--- config.mk ---
export PLATFORM = sky130hd
export DESIGN_NAME = bus_xfer_sequencer
export DESIGN_NICKNAME = d
export VERILOG_FILES = /design/src/rtl/bus_xfer_sequencer_pkg.sv /design/src/rtl/decoder5_24.sv /design/src/rtl/bus_xfer_sequencer.sv
export SDC_FILE = /design/constraint.sdc
export NUM_CORES = 1
export LEC_CHECK = 0
export CAP_MARGIN = 10
export CORE_MARGIN = 2
export CORE_UTILIZATION = 45
export DETAILED_ROUTE_END_ITERATION = 16
export PLACE_DENSITY = 0.69
export SYNTH_ARGS = -nofsm -noshare
export SYNTH_HDL_FRONTEND = slang
export SYNTH_SLANG_ARGS = --single-unit
export TNS_END_PERCENT = 5
--- constraint.sdc ---
create_clock -name clk -period 3.7 [get_ports clk]
set_input_delay 0.74 -clock clk [delete_from_list [all_inputs] [get_ports clk]]
set_output_delay 0.74 -clock clk [all_outputs]
set_load 0.005 [all_outputs]
--- src/rtl/bus_xfer_sequencer_pkg.sv ---
// ---------------------------------------------------------------------------
// bus_defs : shared definitions for the bus transfer sequencer slice.
//
// Contents
//   - Bus source/destination index map (R0..R15, HI, LO, ZHigh, ZLow, PC,
//     MDR, InPort, C), NUM_BUS_SRC = 24 bus participants.
//   - WRITABLE_MASK : one bit per destination index, 1 when the register has
//     a latch enable. ZHigh/ZLow are loaded by the ALU and InPort/C are
//     input-only, so those four never receive an in_en strobe.
//   - FSM state encoding for the sequencer.
//   - Queued request record and the legality helper used when popping.
// ---------------------------------------------------------------------------
package bus_defs;

  localparam int NUM_BUS_SRC = 24;

  // Bus index map
  localparam logic [4:0] IDX_R0     = 5'd0;
  localparam logic [4:0] IDX_R15    = 5'd15;
  localparam logic [4:0] IDX_HI     = 5'd16;
  localparam logic [4:0] IDX_LO     = 5'd17;
  localparam logic [4:0] IDX_ZHIGH  = 5'd18;
  localparam logic [4:0] IDX_ZLOW   = 5'd19;
  localparam logic [4:0] IDX_PC     = 5'd20;
  localparam logic [4:0] IDX_MDR    = 5'd21;
  localparam logic [4:0] IDX_INPORT = 5'd22;
  localparam logic [4:0] IDX_C      = 5'd23;

  // Bits 18, 19, 22 and 23 are cleared: those registers cannot be latched
  // from the bus.
  localparam logic [NUM_BUS_SRC-1:0] WRITABLE_MASK = 24'h33_FFFF;

  // Sequencer states
  localparam logic [1:0] ST_IDLE  = 2'd0;
  localparam logic [1:0] ST_DRIVE = 2'd1;
  localparam logic [1:0] ST_LATCH = 2'd2;
  localparam logic [1:0] ST_ERR   = 2'd3;

  // One queued register-transfer request
  typedef struct packed {
    logic [4:0] src;
    logic [4:0] dst;
  } xfer_req_t;

  // A transfer is legal when both indices exist on the bus and the
  // destination has a latch enable.
  function automatic logic xfer_legal(input logic [4:0] src,
                                      input logic [4:0] dst);
    logic ok_v;
    if ((src > IDX_C) || (dst > IDX_C)) begin
      ok_v = 1'b0;
    end else begin
      ok_v = WRITABLE_MASK[dst];
    end
    return ok_v;
  endfunction

endpackage

--- src/rtl/decoder5_24.sv ---
// ---------------------------------------------------------------------------
// decoder5_24 : combinational 5-bit index to 24-bit one-hot decoder.
//
// Ports
//   idx    in  5   bus index (0..23 valid)
//   en     in  1   decoder enable; 0 forces an all-zero output
//   onehot out 24  bit idx set when enabled and idx is in range, else 0
//
// Indices 24..31 decode to all zeros so a corrupted index can never raise
// a stray strobe.
// ---------------------------------------------------------------------------
module decoder5_24
  import bus_defs::*;
(
  input  logic [4:0]             idx,
  input  logic                   en,
  output logic [NUM_BUS_SRC-1:0] onehot
);

  // Range-checked one-hot decode
  always_comb begin
    onehot = {NUM_BUS_SRC{1'b0}};
    if (en && (idx <= IDX_C)) begin
      onehot[idx] = 1'b1;
    end else begin
      onehot = {NUM_BUS_SRC{1'b0}};
    end
  end

endmodule

--- src/rtl/bus_xfer_sequencer.sv ---
// ---------------------------------------------------------------------------
// bus_xfer_sequencer : replays queued register transfers as timed one-hot
// bus strobes. Each legal transfer drives exactly one Xout enable and then
// raises exactly one Xin latch enable, so the bus never has two drivers.
//
// Parameters
//   DEPTH  request FIFO entries (power of two, >= 2)
//   CNT_W  width of the completed-transfer counter (wraps)
//
// Ports
//   clk         in   1      system clock, rising edge
//   clr         in   1      asynchronous active-high reset
//   req_valid   in   1      request present
//   req_ready   out  1      FIFO not full; accept on req_valid && req_ready
//   req_src     in   5      source index (bus_defs index map)
//   req_dst     in   5      destination index
//   out_en      out  24     one-hot bus-driver enables
//   in_en       out  24     one-hot latch enables
//   busy        out  1      FSM not idle or FIFO not empty
//   done        out  1      one-cycle pulse on transfer completion
//   err         out  1      one-cycle pulse on rejected transfer
//   xfer_count  out  CNT_W  completed transfers, modulo 2^CNT_W
//
// Build option
//   BUS_XFER_FAST_EN : when defined the DRIVE settle cycle is skipped and a
//   popped legal transfer goes straight to LATCH (one transfer per cycle).
//   When undefined every transfer takes DRIVE then LATCH.
//
// All outputs are registered: the next state and the next transfer indices
// are resolved combinationally and the strobes are decoded from them, so
// the strobes change on the same edge as the state.
// ---------------------------------------------------------------------------
module bus_xfer_sequencer
  import bus_defs::*;
#(
  parameter int DEPTH = 4,
  parameter int CNT_W = 16
) (
  input  logic                   clk,
  input  logic                   clr,
  input  logic                   req_valid,
  output logic                   req_ready,
  input  logic [4:0]             req_src,
  input  logic [4:0]             req_dst,
  output logic [NUM_BUS_SRC-1:0] out_en,
  output logic [NUM_BUS_SRC-1:0] in_en,
  output logic                   busy,
  output logic                   done,
  output logic                   err,
  output logic [CNT_W-1:0]       xfer_count
);

  localparam int              AW         = $clog2(DEPTH);
  localparam logic [AW:0]     FILL_FULL  = (AW+1)'(DEPTH);
  localparam logic [AW:0]     FILL_ONE   = (AW+1)'(1);
  localparam logic [AW:0]     FILL_ZERO  = (AW+1)'(0);
  localparam logic [AW-1:0]   PTR_ONE    = AW'(1);
  localparam logic [CNT_W-1:0] CNT_ONE   = CNT_W'(1);

`ifdef BUS_XFER_FAST_EN
  localparam logic [1:0] ST_ENTRY = ST_LATCH;
`else
  localparam logic [1:0] ST_ENTRY = ST_DRIVE;
`endif

  // FIFO storage and bookkeeping
  xfer_req_t        fifo_mem_r [DEPTH];
  logic [AW-1:0]    wr_ptr_r;
  logic [AW-1:0]    rd_ptr_r;
  logic [AW:0]      fill_r;
  logic [AW:0]      fill_nxt_s;
  logic             req_ready_r;
  logic             push_s;
  logic             pop_s;
  logic             empty_s;
  xfer_req_t        head_s;

  // Sequencer state and current transfer
  logic [1:0]       state_r;
  logic [1:0]       state_nxt_s;
  logic [4:0]       cur_src_r;
  logic [4:0]       cur_dst_r;
  logic [4:0]       nxt_src_s;
  logic [4:0]       nxt_dst_s;

  // Decoded strobes for the next cycle
  logic             src_dec_en_s;
  logic             dst_dec_en_s;
  logic [NUM_BUS_SRC-1:0] src_oh_s;
  logic [NUM_BUS_SRC-1:0] dst_oh_s;

  // Registered outputs
  logic [NUM_BUS_SRC-1:0] out_en_r;
  logic [NUM_BUS_SRC-1:0] in_en_r;
  logic             busy_r;
  logic             done_r;
  logic             err_r;
  logic [CNT_W-1:0] xfer_count_r;

  // Ready is registered from the next fill level, so it always equals !full
  // for the current contents and push can never coincide with a full FIFO.
  assign push_s  = req_valid && req_ready_r;
  assign empty_s = (fill_r == FILL_ZERO);
  assign head_s  = fifo_mem_r[rd_ptr_r];

  // Next FIFO occupancy from push/pop
  always_comb begin
    fill_nxt_s = fill_r;
    case ({push_s, pop_s})
      2'b10:   fill_nxt_s = fill_r + FILL_ONE;
      2'b01:   fill_nxt_s = fill_r - FILL_ONE;
      default: fill_nxt_s = fill_r;
    endcase
  end

  // FIFO entry storage (data only, no reset needed)
  always_ff @(posedge clk) begin
    if (push_s) begin
      fifo_mem_r[wr_ptr_r] <= '{src: req_src, dst: req_dst};
    end
  end

  // FIFO pointers, occupancy and ready flag
  always_ff @(posedge clk or posedge clr) begin
    if (clr) begin
      wr_ptr_r    <= {AW{1'b0}};
      rd_ptr_r    <= {AW{1'b0}};
      fill_r      <= FILL_ZERO;
      req_ready_r <= 1'b1;
    end else begin
      if (push_s) begin
        wr_ptr_r <= wr_ptr_r + PTR_ONE;
      end
      if (pop_s) begin
        rd_ptr_r <= rd_ptr_r + PTR_ONE;
      end
      fill_r      <= fill_nxt_s;
      req_ready_r <= (fill_nxt_s != FILL_FULL);
    end
  end

  // Next-state logic; IDLE, LATCH and ERR share the same pop-and-classify
  // exit so back-to-back transfers have no idle bubble.
  always_comb begin
    pop_s       = 1'b0;
    state_nxt_s = state_r;
    nxt_src_s   = cur_src_r;
    nxt_dst_s   = cur_dst_r;
    case (state_r)
      ST_IDLE, ST_LATCH, ST_ERR: begin
        if (!empty_s) begin
          pop_s     = 1'b1;
          nxt_src_s = head_s.src;
          nxt_dst_s = head_s.dst;
          if (xfer_legal(head_s.src, head_s.dst)) begin
            state_nxt_s = ST_ENTRY;
          end else begin
            state_nxt_s = ST_ERR;
          end
        end else begin
          state_nxt_s = ST_IDLE;
        end
      end
      ST_DRIVE: begin
        state_nxt_s = ST_LATCH;
      end
      default: begin
        state_nxt_s = ST_IDLE;
      end
    endcase
  end

  // Source drives the bus in DRIVE and LATCH; destination latches only in LATCH
  always_comb begin
    src_dec_en_s = (state_nxt_s == ST_DRIVE) || (state_nxt_s == ST_LATCH);
    dst_dec_en_s = (state_nxt_s == ST_LATCH);
  end

  decoder5_24 u_src_dec (
    .idx    (nxt_src_s),
    .en     (src_dec_en_s),
    .onehot (src_oh_s)
  );

  decoder5_24 u_dst_dec (
    .idx    (nxt_dst_s),
    .en     (dst_dec_en_s),
    .onehot (dst_oh_s)
  );

  // State, current transfer and registered outputs
  always_ff @(posedge clk or posedge clr) begin
    if (clr) begin
      state_r      <= ST_IDLE;
      cur_src_r    <= 5'd0;
      cur_dst_r    <= 5'd0;
      out_en_r     <= {NUM_BUS_SRC{1'b0}};
      in_en_r      <= {NUM_BUS_SRC{1'b0}};
      busy_r       <= 1'b0;
      done_r       <= 1'b0;
      err_r        <= 1'b0;
      xfer_count_r <= {CNT_W{1'b0}};
    end else begin
      state_r   <= state_nxt_s;
      cur_src_r <= nxt_src_s;
      cur_dst_r <= nxt_dst_s;
      out_en_r  <= src_oh_s;
      // The mask is redundant with the ERR path but keeps unwritable
      // latch enables hard-wired low.
      in_en_r   <= dst_oh_s & WRITABLE_MASK;
      busy_r    <= (state_nxt_s != ST_IDLE) || (fill_nxt_s != FILL_ZERO);
      done_r    <= (state_nxt_s == ST_LATCH);
      err_r     <= (state_nxt_s == ST_ERR);
      if (state_nxt_s == ST_LATCH) begin
        xfer_count_r <= xfer_count_r + CNT_ONE;
      end else begin
        xfer_count_r <= xfer_count_r;
      end
    end
  end

  assign req_ready  = req_ready_r;
  assign out_en     = out_en_r;
  assign in_en      = in_en_r;
  assign busy       = busy_r;
  assign done       = done_r;
  assign err        = err_r;
  assign xfer_count = xfer_count_r;

endmodule

## Yosys cells after proc, flatten, opt, wreduce, memory -nomap -nowiden

Memories as Yosys holds them, arrays and structs flattened.
Cells that the tools add are included.

| word-level totals | value |
|---|---|
| register bits after elaboration | 83 |
| bits in latches | 0 |
| bits in writable memories | 40 |
| bits in read-only memories | 32 |
| word-level logic and storage cells | 73 |
| memories kept | 2 |

| cells by class | value |
|---|---|
| add/sub/neg operators | 5 |
| $mul | 0 |
| div/mod/pow operators | 0 |
| $lt $le $gt $ge | 9 |
| equal/unequal tests | 9 |
| shifts and indexed selects | 0 |
| multiplexer cells | 22 |
| bitwise logic cells | 0 |
| reductions and logical operators | 13 |

Memory list:

| name | depth | width | rd ports | clocked after Yosys merged registers in | write ports | line | text |
|---|---|---|---|---|---|---|---|
| fifo_mem_r | 4 | 10 | 1 | 0 | 1 | bus_xfer_sequencer.sv:67 | `xfer_req_t fifo_mem_r [DEPTH];` |
| (name not given) | 32 | 1 | 1 | 0 | 0 | bus_xfer_sequencer_pkg.sv:53 | `ok_v = WRITABLE_MASK[dst];` |

Operators with widths:

| kind | count |
|---|---|
| 24-bit 2-to-1 mux | 1 |
| 22-bit 2-to-1 mux | 1 |
| 5-bit 2-to-1 mux | 4 |
| 5-bit by 6-bit < comparator with 1-bit output (second input constant) | 3 |
| 16-bit by 1-bit adder with 16-bit output (second input constant) | 1 |
| 1-bit demux with 5-bit select | 2 |
| 2-bit equality test (second input constant) | 5 |
| 5-bit by 1-bit >= comparator with 1-bit output (second input constant) | 2 |
| 5-bit > comparator (second input constant) | 2 |
| 5-bit <= comparator (second input constant) | 2 |
| 1-bit 2-to-1 mux | 10 |
| 2-bit by 1-bit equality test with 1-bit output (second input constant) | 3 |
| 3-bit case mux with 2 select lines | 1 |
| 1-bit logical AND | 5 |
| 2-bit by 1-bit adder with 2-bit output (second input constant) | 2 |
| 2-bit 2-to-1 mux | 2 |
| 2-bit case mux with 2 select lines | 1 |
| 3-bit by 1-bit adder with 3-bit output (second input constant) | 1 |
| 3-bit logical NOT | 1 |
| 1-bit logical OR | 3 |
| 3-bit inequality test (second input constant) | 1 |
| 3-bit nonzero test | 1 |
| 3-bit OR reduction | 1 |
| 3-bit by 1-bit subtractor with 3-bit output (second input constant) | 1 |
| other kinds (2) | 2 |

## Longest topological paths before layout

An unclocked memory read counts as a cell.

| depth | value |
|---|---|
| depth in word-level cells | 13 |
| mapped depth | 12 |

## Modules after synthesis

From an unflattened synthesis, not the netlist that was laid out.

| unflattened totals | value |
|---|---|
| cells, all modules | 302 |
| area total of the unflattened synthesis | 4648.2 um2 |

By module, submodules not included:

| module | times used | cells an instance | area each (um2) | seq. area each (um2) |
|---|---|---|---|---|
| bus_xfer_sequencer | 1 | 232 | 4292.9 | 3279.4 |
| decoder5_24 | 2 | 35 | 177.7 | 0.0 |

## Least setup slack after synthesis

OpenSTA, ideal clock, no wires.

| timing path | value |
|---|---|
| kind | reg-to-reg |
| start point | register fill_r[2] |
| end point | register req_ready_r, in the netlist req_ready |
| library setup time | 0.060 ns |
| arrival | 2.294 ns |
| required time | 3.640 ns |
| path slack | 1.346 ns |
| stages on the path, launching flop included | 12 |
| clock period less this slack | 2.354 ns |
| cell sequence | dfrtp_1 or3_1 buf_2 nand2_2 buf_2 inv_1 ha_1 inv_1 fa_1 o21ai_0 nor2_1 nand2_1 |

| between the ends | value |
|---|---|
| cells in the longest elaborated chain, start to end | 6 |
| elaborated cells on any way between the ends | 9 |
| classes of those cells | add/sub (2); eq/ne (3); mux (3); reduce/logical (1) |

Ends and longest elaborated chain:

| what | line | text |
|---|---|---|
| start: declaration | bus_xfer_sequencer.sv:70 | `logic [AW:0] fill_r;` |
| start signal: assignment | bus_xfer_sequencer.sv:137 | `fill_r <= fill_nxt_s;` |
| 3-bit logical NOT (*) | bus_xfer_sequencer.sv:103 | `assign empty_s = (fill_r == FILL_ZERO);` |
| 1-bit 2-to-1 mux (*) | bus_xfer_sequencer.sv:151 | `if (!empty_s) begin` |
| 1-bit 2-to-1 mux (*) | bus_xfer_sequencer.sv:149 | `case (state_r)` |
| named net pop_s | bus_xfer_sequencer.sv:74 | `logic pop_s;` |
| 2-bit by 1-bit equality test with 1-bit output / 2-bit equality test (equally long branches) | bus_xfer_sequencer.sv:109 | `case ({push_s, pop_s})` |
| 3-bit case mux with 2 select lines (*) | bus_xfer_sequencer.sv:109 |  |
| named net fill_nxt_s[1] | bus_xfer_sequencer.sv:71 | `logic [AW:0] fill_nxt_s;` |
| 3-bit inequality test (*) | bus_xfer_sequencer.sv:138 | `req_ready_r <= (fill_nxt_s != FILL_FULL);` |
| end signal: assignment | bus_xfer_sequencer.sv:138 |  |
| end: declaration | bus_xfer_sequencer.sv:72 | `logic req_ready_r;` |

The timed path passes the listed nets; every way through them passes the cells marked *.
A chain may end at the register's enable or synchronous reset.

## Worst setup path after layout

| timing path | value |
|---|---|
| start point | register rd_ptr_r[0] |
| end point | register out_en_r[18], in the netlist out_en[18] |

| between the ends | value |
|---|---|
| cells in the longest elaborated chain, start to end | 13 |
| elaborated cells on any way between the ends | 25 |
| classes of those cells | order compare (5); eq/ne (2); mux (12); reduce/logical (4); memory (2) |

Ends and longest elaborated chain:

| what | line | text |
|---|---|---|
| start: declaration | bus_xfer_sequencer.sv:69 | `logic [AW-1:0] rd_ptr_r;` |
| start signal: assignment | bus_xfer_sequencer.sv:127 | `rd_ptr_r <= {AW{1'b0}};` |
| start signal: assignment | bus_xfer_sequencer.sv:135 | `rd_ptr_r <= rd_ptr_r + PTR_ONE;` |
| memory read 4 x 10 bit (*) | -- |  |
| memory read 32 x 1 bit / 5-bit > comparator (equally long branches) | -- |  |
| 1-bit 2-to-1 mux (not written as such) / 1-bit logical OR (equally long branches) | bus_xfer_sequencer_pkg.sv:53, bus_xfer_sequencer_pkg.sv:50 |  |
| 1-bit 2-to-1 mux (*) | bus_xfer_sequencer_pkg.sv:50 | `if ((src > IDX_C) \|\| (dst > IDX_C)) begin` |
| 1-bit 2-to-1 mux (*) | bus_xfer_sequencer.sv:151 |  |
| 1-bit 2-to-1 mux (*) | bus_xfer_sequencer.sv:149 |  |
| 2-bit 2-to-1 mux (*) | bus_xfer_sequencer.sv:155 | `if (xfer_legal(head_s.src, head_s.dst)) begin` |
| 2-bit 2-to-1 mux (*) | bus_xfer_sequencer.sv:151 |  |
| 2-bit case mux with 2 select lines (*) | bus_xfer_sequencer.sv:149 |  |
| named net state_nxt_s[1] | bus_xfer_sequencer.sv:80 | `logic [1:0] state_nxt_s;` |
| 2-bit by 1-bit equality test with 1-bit output / 2-bit equality test (equally long branches) | bus_xfer_sequencer.sv:175 | `src_dec_en_s = (state_nxt_s == ST_DRIVE) \|\| (state_nxt_s == ST_LATCH);` |
| 1-bit logical OR (*) | bus_xfer_sequencer.sv:175 |  |
| 1-bit logical AND (*) | decoder5_24.sv:23 | `if (en && (idx <= IDX_C)) begin` |
| 24-bit 2-to-1 mux (*) | decoder5_24.sv:23 |  |
| named net src_oh_s[18] | bus_xfer_sequencer.sv:89 | `logic [NUM_BUS_SRC-1:0] src_oh_s;` |
| end signal: assignment | bus_xfer_sequencer.sv:197 | `out_en_r <= {NUM_BUS_SRC{1'b0}};` |
| end signal: assignment | bus_xfer_sequencer.sv:207 | `out_en_r <= src_oh_s;` |
| end: declaration | bus_xfer_sequencer.sv:93 | `logic [NUM_BUS_SRC-1:0] out_en_r;` |

The timed path passes the listed nets; every way through them passes the cells marked *. The select of a mux whose other input is x is not followed.

==> flow_summary.json <==
{
  "mappedNetlistArea_sq_mm": 0.00495,
  "post_cts.repair.setup_buffers": 0,
  "placementRows": 38,
  "grt_antenna_before_repair": 0,
  "grt.met1_usage": 0.228,
  "met3_usage": 0.0526,
  "portion_of_total_power_attributed_to_the_clock_network": 0.299,
  "power_density_mw_per_mm2": 843,
  "power_report.internal_total_uw": 3510,
  "netlist.area_leader.share": 0.414,
  "detailedRoute.firstIterationViolations": 149,
  "floorplan.initialDensity": 0.459,
  "overall_track_demand_over_capacity_in_global_routing": 0.178,
  "grt.met2_usage": 0.279,
  "ys_top_cells_by_area": "dfrtp_1, edfxtp_1, mux4_2, nor2_1, nand2_1",
  "final_util": 0.595,
  "totalWireLength_um": 9480,
  "crit_path_max_delay_family": "compound AO/OA/AOI/OAI gates",
  "die_w_um": 109,
  "place_congestion": 0.835,
  "run_status": "finished, final reports clean",
  "timing.critical_path.cells": "buf_4, mux4_2, o21a_1, a21oi_1, o21ai_0, ha_1, o21ai_2, nor3_1",
  "ctsHtreeMaxLevel": 4,
  "power.sequential.fraction": 0.356,
  "tritoncts.num_buffers": 17,
  "cts_sinks": 123,
  "grt_max_degree": 60,
  "gr-total-overflow": 0,
  "syn_avg_cell_area_sq_um": 13.9,
  "finalClockSkew_ns": 0.00760,
  "critPathArrivalTime_ns": 3.09,
  "hold_viol": 0,
  "postSynthRegisterBits": 123,
  "crit_buf_inv": 1,
  "grt_first_pass_wirelength_um": 15500,
  "slew_violations": 0,
  "core_region_area_sq_mm": 0.0108,
  "worst_setup_path_end_kind": "flop",
  "setup-tns-final_ns": 0,
  "finalWorstPathRequiredPeriod_ns": 2.67,
  "global_route.peak_usage_layer": "met2",
  "switching_share": 0.353,
  "timing.final.setup_violations": 0,
  "synth.distinct_cells": 52,
  "hold_path_end": "xfer_count[15]$_DFFE_PP0P_",
  "holdCritStartpoint": "xfer_count[15]$_DFFE_PP0P_",
  "layout-drive-gt1-share": 0.136,
  "rr_endpoint": "out_en[18]$_DFF_PP0_",
  "worst-endpoint-required_ns": 4.12,
  "synth_edf_count": 40,
  "cap_viol_max_count": 0,
  "place_hpwl_um": 6350,
  "power.leakage_uw": 0.00264,
  "post-synth-top-count-cell": "dfrtp_1",
  "vias": 3023,
  "cts_tree": "yes",
  "register_to_register_setup_slack_ns": 1.03,
  "clk_latency_ns": 0.52,
  "hold_ws_ns": 0.460,
  "worst_ir_drop_vdd_v": 0.000432,
  "layout_worst_path_cycle_share": 0.721,
  "ctsResizeCount": 0,
  "drtAntennaViolNets": 0,
  "n_antenna_cell": 0,
  "setup.worst_path.class": "reg2reg",
  "cts.clk_slew.worst_paths_ns": 0.06,
  "avgViaCountPerCell": 5.08,
  "ys_seq_area_frac": 0.662,
  "cts_buffer_depth": 2,
  "share_of_flip_flops_with_an_asynchronous_set_or_reset_after_synthesis": 0.675,
  "r2r_cells": 8,
  "yosys_most_used_dff": "dfrtp_1",
  "p_sw_uw": 1910,
  "critical_path.slowest_cell": "mux4_2",
  "drc": 0,
  "worstPathMaxFanout": 12,
  "nets": 463,
  "max_freq_mhz": 375,
  "reg2reg_from": "rd_ptr_r[0]$_DFFE_PP0P_",
  "hold_path_depth": 1,
  "first_global_vias": 3072,
  "detail_route.first_pass.iterations": 4,
  "fp.dieH_um": 109,
  "setup.worst_path.start_class": "flop",
  "combPwrFrac": 0.346,
  "pin_count": 81,
  "post_drt_wl_per_cell_um": 15.9,
  "synth.yosys.warnings": 0,
  "timing.max_slew.rel_slack": 0.340,
  "worstMarginPinSlew_ns": 0.989,
  "grt_setup_unrepaired": "false",
  "timing.critical_path.slowest_cell_delay_ns": 0.60,
  "synthToLayoutAreaGrowth_pct": 29.7,
  "port_buffers": 76,
  "yosys.area.top_type": "dfrtp_1",
  "cts_hold_repair.buffers": 0,
  "mapped_cells": 356,
  "critical_path_cell_count": 8,
  "die_area_sq_mm": 0.0119,
  "ctsRootBufferMaster": "clkbuf_8",
  "hold_class": "reg2reg",
  "yosys-top-cells-count": "dfrtp_1, nor2_1, edfxtp_1, nand2_1"
}
kinds of logic after synthesis:
family	after synthesis	synth area share
buffers and inverters	29	0.0285
AOI/OAI and AO/OA	33	0.0576
muxes	11	0.0493
other	1	0.000757
and+or+nand+nor	130	0.143
DFF	123	0.662
adders and majority gates	8	0.0217
xor gates and xnor gates	21	0.0371
cells in the final DEF, fill, tap and decap left out, types with 8 or more instances in the layout:
cell	instances
clkdlybuf4s50_1	76
clkbuf_16	16
dfrtp_1	82
nand2_1	33
xnor2_1	14
inv_1	13
nor3_1	13
edfxtp_1	40
mux4_2	8
and3_1	10
nor2_1	45
power groups by stage:
stage | clock network, uW | logic [uW] | registers, uW
final | 1620 | 1870 | 1930
after global routing | 1720 | 2080 | 1960
after CTS | 1650 | 1900 | 1930
after detailed placement | 0 | 1870 | 1950
after global placement | 0 | 1840 | 1930
after floorplan | 0 | 1340 | 1900
how the worst max path moves through the flow:
stage / from / endpoint / slack (ns)
detailed placement: rd_ptr_r[0]$_DFFE_PP0P_ / out_en[17]$_DFF_PP0_ / 1.05
global placement: req_valid / req_ready$_DFF_PP1_ / 1.08
floorplan: clr / busy$_DFF_PP0_ / 0.82
finish: rd_ptr_r[0]$_DFFE_PP0P_ / out_en[18]$_DFF_PP0_ / 1.03
global route: rd_ptr_r[0]$_DFFE_PP0P_ / out_en[21]$_DFF_PP0_ / 0.78
CTS: rd_ptr_r[0]$_DFFE_PP0P_ / out_en[17]$_DFF_PP0_ / 1.01
routing by layer:
metal	routed length [um]	up-vias	part of all wire
met4	229	0	0.024
met3	494	23	0.052
met5	0	-	0
met1	4170	1482	0.44
li1	-	1434	-
met2	4580	84	0.48
cell type report:
cell class / instances / area, sq um
repair buffers: 79 / 783
fillers: 887 / 4370
multi-input cells: 207 / 1540
clock inverters: 15 / 175
inverters: 14 / 53.8
flip-flops and latches: 123 / 3280
well taps: 140 / 175
clock buffers: 17 / 414
metrics by stage:
step,cell area [sq um],power [uW],instances,worst slack (ns)
2_1_floorplan,4960,3240,359,0.825
3_3_place_gp,5840,3780,563,1.08
3_5_place_dp,5840,3820,563,1.05
4_1_cts,6420,5470,595,1.01
5_1_grt,6420,5760,595,0.780
6_report,6420,5420,595,1.03
sequential cells by signal, indices dropped and copies added (netlist names):
| signal | cells |
|---|---|
| fill_r | 3 |
| err | 1 |
| wr_ptr_r | 2 |
| state_r | 2 |
| cur_src_r | 5 |
| xfer_count | 16 |
| done | 1 |
| cur_dst_r | 5 |
| in_en | 20 |
| rd_ptr_r | 2 |
| req_ready | 1 |
| busy | 1 |
| out_en | 24 |
| fifo_mem_r | 40 |
Note: power is estimated with default switching activity, not from simulation.
